`src/rtl/ctrl_pipe_pkg.sv`:
```
// Shared encodings for the decoder/pipeline control interface: MemRead kinds,
// EX operand forward selects and the opcodes the decoder recognises.
package ctrl_pipe_pkg;

  localparam logic [1:0] MR_NONE = 2'd0;
  localparam logic [1:0] MR_LW   = 2'd1;
  localparam logic [1:0] MR_LH   = 2'd2;
  localparam logic [1:0] MR_LHU  = 2'd3;

  localparam logic [1:0] FWD_REG = 2'b00;
  localparam logic [1:0] FWD_WB  = 2'b01;
  localparam logic [1:0] FWD_MEM = 2'b10;

  localparam logic [5:0] OP_RTYPE = 6'h00;
  localparam logic [5:0] OP_BEQ   = 6'h04;
  localparam logic [5:0] OP_ADDI  = 6'h08;
  localparam logic [5:0] OP_LH    = 6'h21;
  localparam logic [5:0] OP_LW    = 6'h23;
  localparam logic [5:0] OP_LHU   = 6'h25;
  localparam logic [5:0] OP_SW    = 6'h2b;

endpackage

```
`src/rtl/ctrl_pipe_hazard_unit.sv`:
```
// Combinational hazard detection: stall, flush, branch_taken and EX forward selects.
// CTRL_PIPE_FWD_EN enables forwarding so only load-use dependencies stall.
module hazard_unit
  import ctrl_pipe_pkg::*;
#(
  parameter int unsigned REG_AW = 5,
  parameter int unsigned MR_W   = 2
) (
  input  logic [REG_AW-1:0] id_rs_i,
  input  logic [REG_AW-1:0] id_rt_i,
  input  logic              id_alusrc_i,
  input  logic              id_memwrite_i,
  input  logic [REG_AW-1:0] ex_rs_i,
  input  logic [REG_AW-1:0] ex_rt_i,
  input  logic [REG_AW-1:0] ex_dst_i,
  input  logic              ex_regwrite_i,
  input  logic [MR_W-1:0]   ex_memread_i,
  input  logic              ex_branch_i,
  input  logic              ex_zero_i,
  input  logic [REG_AW-1:0] mem_dst_i,
  input  logic              mem_regwrite_i,
  input  logic [REG_AW-1:0] wb_dst_i,
  input  logic              wb_regwrite_i,
  output logic              stall_o,
  output logic              flush_o,
  output logic              branch_taken_o,
  output logic [1:0]        fwd_a_o,
  output logic [1:0]        fwd_b_o
);

  // Register 0 is hardwired, so it never creates a dependency.
  function automatic logic hit(logic [REG_AW-1:0] src, logic [REG_AW-1:0] dst, logic we);
    return we && (src != '0) && (src == dst);
  endfunction

  logic rt_used;
  logic dep_ex;

  assign rt_used = !id_alusrc_i || id_memwrite_i;
  assign dep_ex  = hit(id_rs_i, ex_dst_i, ex_regwrite_i) ||
                   (rt_used && hit(id_rt_i, ex_dst_i, ex_regwrite_i));

  assign branch_taken_o = ex_branch_i & ex_zero_i;
  assign flush_o        = branch_taken_o;

`ifdef CTRL_PIPE_FWD_EN
  logic load_use;

  assign load_use = (ex_memread_i != '0) && dep_ex;
  assign stall_o  = load_use && !branch_taken_o;

  always_comb begin
    fwd_a_o = FWD_REG;
    fwd_b_o = FWD_REG;
    if (hit(ex_rs_i, mem_dst_i, mem_regwrite_i))     fwd_a_o = FWD_MEM;
    else if (hit(ex_rs_i, wb_dst_i, wb_regwrite_i))  fwd_a_o = FWD_WB;
    if (hit(ex_rt_i, mem_dst_i, mem_regwrite_i))     fwd_b_o = FWD_MEM;
    else if (hit(ex_rt_i, wb_dst_i, wb_regwrite_i))  fwd_b_o = FWD_WB;
  end
`else
  logic dep_mem;
  logic unused_fwd;

  assign dep_mem = hit(id_rs_i, mem_dst_i, mem_regwrite_i) ||
                   (rt_used && hit(id_rt_i, mem_dst_i, mem_regwrite_i));
  // Without forwarding the dependent instruction waits until the producer reaches WB.
  assign stall_o    = (dep_ex || dep_mem) && !branch_taken_o;
  assign fwd_a_o    = FWD_REG;
  assign fwd_b_o    = FWD_REG;
  assign unused_fwd = ^{ex_rs_i, ex_rt_i, ex_memread_i, wb_dst_i, wb_regwrite_i};
`endif

endmodule

```
`src/rtl/ctrl_pipe.sv`:
```
// ID/EX, EX/MEM and MEM/WB control registers with destination selection and
// bubble insertion. CTRL_PIPE_FWD_EN selects the forwarding hazard policy.
module ctrl_pipe
  import ctrl_pipe_pkg::*;
#(
  parameter int unsigned REG_AW = 5,
  parameter int unsigned MR_W   = 2
) (
  input  logic              clk,
  input  logic              reset,
  input  logic              id_valid,
  input  logic              id_regdst,
  input  logic              id_branch,
  input  logic              id_memtoreg,
  input  logic              id_memwrite,
  input  logic              id_alusrc,
  input  logic              id_regwrite,
  input  logic [MR_W-1:0]   id_memread,
  input  logic [REG_AW-1:0] id_rs,
  input  logic [REG_AW-1:0] id_rt,
  input  logic [REG_AW-1:0] id_rd,
  input  logic              ex_zero,
  output logic              ex_regwrite,
  output logic [MR_W-1:0]   ex_memread,
  output logic              ex_memwrite,
  output logic              ex_alusrc,
  output logic              ex_branch,
  output logic              mem_regwrite,
  output logic [MR_W-1:0]   mem_memread,
  output logic              mem_memwrite,
  output logic              mem_memtoreg,
  output logic              wb_regwrite,
  output logic              wb_memtoreg,
  output logic [REG_AW-1:0] ex_dst,
  output logic [REG_AW-1:0] mem_dst,
  output logic [REG_AW-1:0] wb_dst,
  output logic              stall,
  output logic              flush,
  output logic              branch_taken,
  output logic [1:0]        fwd_a,
  output logic [1:0]        fwd_b
);

  typedef struct packed {
    logic              regwrite;
    logic [MR_W-1:0]   memread;
    logic              memwrite;
    logic              alusrc;
    logic              branch;
    logic              memtoreg;
    logic [REG_AW-1:0] dst;
    logic [REG_AW-1:0] rs;
    logic [REG_AW-1:0] rt;
  } ex_stage_t;

  typedef struct packed {
    logic              regwrite;
    logic [MR_W-1:0]   memread;
    logic              memwrite;
    logic              memtoreg;
    logic [REG_AW-1:0] dst;
  } mem_stage_t;

  typedef struct packed {
    logic              regwrite;
    logic              memtoreg;
    logic [REG_AW-1:0] dst;
  } wb_stage_t;

  ex_stage_t  ex_d,  ex_q;
  mem_stage_t mem_d, mem_q;
  wb_stage_t  wb_d,  wb_q;

  always_comb begin
    ex_d = '0;
    if (id_valid && !stall && !branch_taken) begin
      ex_d.regwrite = id_regwrite;
      ex_d.memread  = id_memread;
      ex_d.memwrite = id_memwrite;
      ex_d.alusrc   = id_alusrc;
      ex_d.branch   = id_branch;
      ex_d.memtoreg = id_memtoreg;
      // Non-writing instructions carry dst 0 so don't-care regdst decodes stay contained.
      ex_d.dst      = id_regwrite ? (id_regdst ? id_rd : id_rt) : '0;
      ex_d.rs       = id_rs;
      ex_d.rt       = id_rt;
    end

    mem_d.regwrite = ex_q.regwrite;
    mem_d.memread  = ex_q.memread;
    mem_d.memwrite = ex_q.memwrite;
    mem_d.memtoreg = ex_q.memtoreg;
    mem_d.dst      = ex_q.dst;

    wb_d.regwrite  = mem_q.regwrite;
    wb_d.memtoreg  = mem_q.memtoreg;
    wb_d.dst       = mem_q.dst;
  end

  always_ff @(posedge clk or posedge reset) begin
    if (reset) begin
      ex_q  <= '0;
      mem_q <= '0;
      wb_q  <= '0;
    end else begin
      ex_q  <= ex_d;
      mem_q <= mem_d;
      wb_q  <= wb_d;
    end
  end

  assign ex_regwrite  = ex_q.regwrite;
  assign ex_memread   = ex_q.memread;
  assign ex_memwrite  = ex_q.memwrite;
  assign ex_alusrc    = ex_q.alusrc;
  assign ex_branch    = ex_q.branch;
  assign ex_dst       = ex_q.dst;
  assign mem_regwrite = mem_q.regwrite;
  assign mem_memread  = mem_q.memread;
  assign mem_memwrite = mem_q.memwrite;
  assign mem_memtoreg = mem_q.memtoreg;
  assign mem_dst      = mem_q.dst;
  assign wb_regwrite  = wb_q.regwrite;
  assign wb_memtoreg  = wb_q.memtoreg;
  assign wb_dst       = wb_q.dst;

  hazard_unit #(
    .REG_AW (REG_AW),
    .MR_W   (MR_W)
  ) u_hazard (
    .id_rs_i        (id_rs),
    .id_rt_i        (id_rt),
    .id_alusrc_i    (id_alusrc),
    .id_memwrite_i  (id_memwrite),
    .ex_rs_i        (ex_q.rs),
    .ex_rt_i        (ex_q.rt),
    .ex_dst_i       (ex_q.dst),
    .ex_regwrite_i  (ex_q.regwrite),
    .ex_memread_i   (ex_q.memread),
    .ex_branch_i    (ex_q.branch),
    .ex_zero_i      (ex_zero),
    .mem_dst_i      (mem_q.dst),
    .mem_regwrite_i (mem_q.regwrite),
    .wb_dst_i       (wb_q.dst),
    .wb_regwrite_i  (wb_q.regwrite),
    .stall_o        (stall),
    .flush_o        (flush),
    .branch_taken_o (branch_taken),
    .fwd_a_o        (fwd_a),
    .fwd_b_o        (fwd_b)
  );

endmodule

```
`config.mk`:
```
export PLATFORM = sky130hd
export DESIGN_NAME = ctrl_pipe
export DESIGN_NICKNAME = d
export VERILOG_FILES = /design/src/rtl/ctrl_pipe_pkg.sv /design/src/rtl/ctrl_pipe_hazard_unit.sv /design/src/rtl/ctrl_pipe.sv
export SDC_FILE = /design/constraint.sdc
export NUM_CORES = 1
export LEC_CHECK = 0
export CAP_MARGIN = 20
export CORE_MARGIN = 5
export CORE_UTILIZATION = 40
export CTS_BUF_LIST = sky130_fd_sc_hd__clkbuf_16
export DETAILED_ROUTE_END_ITERATION = 8
export PLACE_DENSITY = 0.79
export RECOVER_POWER = 100
export SYNTH_ARGS = -nofsm -noshare
export SYNTH_HDL_FRONTEND = slang
export SYNTH_SLANG_ARGS = --single-unit
```
`constraint.sdc`:
```
create_clock -name clk -period 2.3 [get_ports clk]
set_clock_uncertainty 0.1 [all_clocks]
set_input_delay 0.46 -clock clk [delete_from_list [all_inputs] [get_ports clk]]
set_output_delay 0.46 -clock clk [all_outputs]
set_load 0.005 [all_outputs]
```
---- Word level (Yosys, flattened, before mapping) ----
Cells that the tools add are included.
operators by class
  mux-type cells .......................... 3
  equality and inequality tests ........... 4
  bitwise operators ....................... 1
  reductions and logical operators ........ 22
operators with widths
  cell                 number
  22-bit two-way mux   1
  5-bit equality test  4
  1-bit logical AND    13
  5-bit two-way mux    2
  5-bit nonzero test   2
  1-bit logical OR     4
  1-bit logical NOT    3
  1-bit AND            1
word-level totals
  bits of input ports ..................... 27
  output and inout port bits .............. 35
  flip-flop bits (word level) ............. 29
  logic and storage cells ................. 45

---- Depth between registers and ports, before layout ----
  word-level depth ........................ 11
  mapped depth ............................ 6
  gate-level depth less buffers ........... 5

---- By module ----
A second synthesis with hierarchy kept.
unflattened totals
  cells, all modules ...................... 124
  area, all modules ....................... 1589.0 µm²
by module, submodules not included
  module       times used  seq. area each (µm²)  cells an instance  area an instance (µm²)
  ctrl_pipe    1           975.9                 78                 1266.2
  hazard_unit  1           0.0                   46                 322.8

---- Worst setup path after synthesis ----
OpenSTA, ideal clock, no wires.
  path kind ............................... input to output
  start point ............................. input id_rt[0]
  end point ............................... output stall
  stages on the path ...................... 4
  arrival ................................. 1.407 ns
  buffers on the path ..................... 0
  path slack .............................. 0.333 ns
  required time ........................... 1.740 ns
  path through ............................ or4_4 o22ai_2 o211ai_2 and2_2
on the way
  cells in the longest elaborated chain, start to end .. 7
  elaborated cells on any way between the ends .. 13
  those cells by class .................... eq/ne: 2; reduce/logical: 11
RTL lines
  element                               RTL line                                                  RTL
  from (decl)                           ctrl_pipe.sv:20                                           input logic [REG_AW-1:0] id_rt,
  5-bit nonzero test                    ctrl_pipe_hazard_unit.sv:33                               return we && (src != '0) && (src == dst);
  1-bit logical AND (2 in a row)        ctrl_pipe_hazard_unit.sv:33
  1-bit logical AND (on tied branches)  ctrl_pipe_hazard_unit.sv:41, ctrl_pipe_hazard_unit.sv:65
  1-bit logical OR (on tied branches)   ctrl_pipe_hazard_unit.sv:40, ctrl_pipe_hazard_unit.sv:64
  1-bit logical OR *                    ctrl_pipe_hazard_unit.sv:67                               assign stall_o = (dep_ex || dep_mem) && !branch_taken_o;
  1-bit logical AND *                   ctrl_pipe_hazard_unit.sv:67
  to (decl)                             ctrl_pipe.sv:37                                           output logic stall,
Mark *: on every way between the ends. The rest lies on a longest branch, timed or not.

---- Worst setup path after layout ----
Ends and elaborated chain as after synthesis.

==> metrics.txt <==
CP max-delay cell=sky130_fd_sc_hd__or4_4; total track usage=16.32%; number of cell rows=20; boundary pin count=between 60 and 70; TritonCTS clock tree=yes; post-CTS setup-driven buffer insertion count=0; clock network fraction of total power=between 40% and 50%; maximum buffer depth of the clock tree=2; setup slack of the critical path after layout=roughly 0.0015 ns; antenna diode count=0; die outline width=around 67 um; type of the tightest min-delay check=flip-flop to flip-flop; Final Core Density=67.93%; delay-heaviest family, CP=simple AND/OR/NAND/NOR gates; final number of max-transition violations=0; clock tree root driver cell=sky130_fd_sc_hd__clkbuf_16; Worst Setup Path Type=primary input to output port; overall via count from detail_route=roughly 1000; worst endpoint required time=between 1.5 and 2 ns; vias in the first global route=approximately 1200; vias per inst=between 4 and 5; # clock sinks=29; total core area=between 0.003 and 0.004 mm^2; number of inserted filler cells in the final layout=239; number of buffers added by the clock tree synthesis step=5; total number of nets in the final design=around 210; post-synthesis sequential area ratio=between 50% and 60%; post-placement cell area=between 0.0015 and 0.002 mm^2; Routed wire per std cell=between 10 and 15 um; synthesized area per cell=~12 um^2; largest family of logic cells by synthesized area=simple AND/OR/NAND/NOR gates; leftover overflow at the end of global routing=0; buffers added on ports=between 50 and 60; Static Leakage=roughly 0.99 nW; final std cell area, no fill=around 0.0021 mm^2; Internal Pwr Total=around 1.1 mW; number of max-cap violations=0; type of origin of the critical path=primary input; most area-hungry cell type in the Yosys netlist=sky130_fd_sc_hd__dfrtp_1; Tmin final=about 2.3 ns; share of final-layout standard cells stronger than drive strength 1=20.44%; DRC violation count after routing=0; Final GP Congestion=between 0.8 and 0.9; post-synthesis instance total=roughly 110; simple-gate share of the synthesized area=14.23%; number of buffers inserted for hold repair after clock tree synthesis=0; combinational fraction of design power=between 15 and 20%; Post-Route Hold Slack=0.2525 ns; number of DRC markers in iteration 0=39; RSZ-0062 raised after global routing=yes; Layout area overhead=61.76%; XOR/XNOR Fraction of Synth Area=13.55%; maximum number of pins on one net before global-route repair=30; cells traversed along the worst timing path=clkdlybuf4s15_2 -> or4_4 -> o22ai_2 -> o211ai_2 -> and2_4 -> buf_6; critical path buffer and inverter count=2; net switching power figure=about 290 uW; netlist area before placement=0.001292 mm^2; Distinct cells, synth=23; sort of element at the end of the critical path=output port; HPWL after DPL=between 2 and 3 mm; DIE AREA=about 0.0045 mm^2; Warnings, synthesis=0; initial cell density of the core=roughly two fifths; Largest stage delay, worst path=roughly 0.53 ns; share of the clock period used by the worst path after layout=99.94%; total power=1.344 mW; number of synthesized register bits=29; first-pass GRT wire length=about 5.4 mm; overall die height=66.85 um; total power per unit cell area=642.9 mW/mm^2; post-synthesis share of cell area spent on full adders, half adders and majority gates=0%; pre-CTS setup slack=-0.6560 ns; maximum level of the CTS H-tree=2; Peak Freq=approximately 440 MHz; count of final hold-check violations=0; Initial DRT Pass Iterations=4; part of the total power dissipated in sequential elements=roughly two fifths; final setup vio count=0; critical path peak fanout=3; data arrival time of the worst path=approximately 1.7 ns; maximum VDD drop=0.0004445 V; Antenna Nets Post-Route=0; area share of the largest cell type after synthesis=56.15%; initial antenna violation count=0; detailed-route wire length=roughly 3.1 mm; top area cells in the synthesized netlist=sky130_fd_sc_hd__dfrtp_1 56%, sky130_fd_sc_hd__xor2_1 11%, sky130_fd_sc_hd__buf_4 7.0%; outcome=complete, no violations; insertion delay of the later-clocked pin in the worst-skew pair=around 0.26 ns; clock-pin slew reported for the worst setup and hold paths after clock tree synthesis=roughly 0.040 ns; fraction of synthesized area in multiplexers=around 3.9%; compound-cell area share of the yosys netlist=between 2 and 3%; proportion of total power due to net switching=21.66%
-- cell families after synthesis --
family / count (synthesis)
other cells: 1
simple gates: 33
buf+inv: 18
compound gates: 3
xor+xnor: 20
mux: 5
flops: 29
-- metal layers --
| metal | vias up | wire length, um | track usage, % |
|---|---|---|---|
| met4 | 0 | 33 | 6.853 |
| met2 | 47 | 1588 | 26.49 |
| met5 | - | 0 | 0 |
| met3 | 4 | 241 | 5.396 |
| li1 | 480 | - | - |
| met1 | 468 | 1262 | 19.72 |
-- registers in the layout, indices dropped and copies added (netlist names), 2 cells and up --
name         count
ex_dst           5
mem_memread      2
wb_dst           5
mem_dst          5
ex_memread       2
-- cell usage after synthesis (all sizes together) --
cell type,count
nand4,2
buf,14
nor4,4
nor3,6
mux2i,5
xnor2,4
a32oi,1
conb,1
clkbuf,1
nand2,9
dfrtp,29
or4,1
nor2,8
o211ai,1
inv,3
o22ai,1
and2,3
xor2,16
-- final timing paths --
path / start / to / slack (ns) / cells after the start
hold reg to reg: ex_q[15] / mem_memtoreg / 0.25 / 0
min in group asynchronous: reset / wb_regwrite / 0.47 / 3
setup / recovery: id_rt[0] / stall / 0.001 / 6
max in group asynchronous: reset / ex_dst[4] / 1.37 / 3
hold / removal: ex_q[15] / mem_memtoreg / 0.25 / 0
setup reg to reg: mem_dst[1] / ex_dst[1] / 0.57 / 6
-- power groups by stage --
stage | Sequential, mW | Clock [mW] | Combinational, mW
finish | 0.557 | 0.580 | 0.208
global route | 0.560 | 0.627 | 0.227
CTS | 0.558 | 0.597 | 0.212
detailed placement | 0.565 | 0 | 0.214
global placement | 0.564 | 0 | 0.210
floorplan | 0.565 | 0 | 0.0798
-- cell type report --
| cell class | count | area [um^2] | share of cell area (%) |
|---|---|---|---|
| Inverter | 3 | 11.26 | 0.5386 |
| Sequential cell | 29 | 725.7 | 34.71 |
| Multi-Input combinational cell | 65 | 470.5 | 22.50 |
| Tap cell | 44 | 55.05 | 2.633 |
| Clock buffer | 5 | 125.1 | 5.984 |
| Timing Repair Buffer | 76 | 690.7 | 33.03 |
| Clock inverter | 3 | 12.51 | 0.5984 |
-- metrics by stage --
stage / setup TNS, ns / std cells
floorplan: 0 / 112
global placement: -0.6490 / 217
detailed placement: -0.6720 / 217
CTS: 0 / 225
global route: -0.06808 / 225
finish: 0 / 225
-- timing repair --
item,CTS,global route
pin swaps,11,3
setup endpoints to repair,1,1
endpoints found under the hold margin,0,0
resized for setup,28,4
-- placed cells by master, fill, tap and decap left out, types with 5 or more instances in the layout --
| master | count |
|---|---|
| sky130_fd_sc_hd__mux2i_1 | 5 |
| sky130_fd_sc_hd__xor2_1 | 16 |
| sky130_fd_sc_hd__clkbuf_16 | 5 |
| sky130_fd_sc_hd__nor2_1 | 8 |
| sky130_fd_sc_hd__dfrtp_1 | 29 |
| sky130_fd_sc_hd__clkdlybuf4s50_1 | 46 |
| sky130_fd_sc_hd__nand2_1 | 9 |
| sky130_fd_sc_hd__buf_4 | 11 |
No activity file was read; power rests on OpenSTA's default activity.
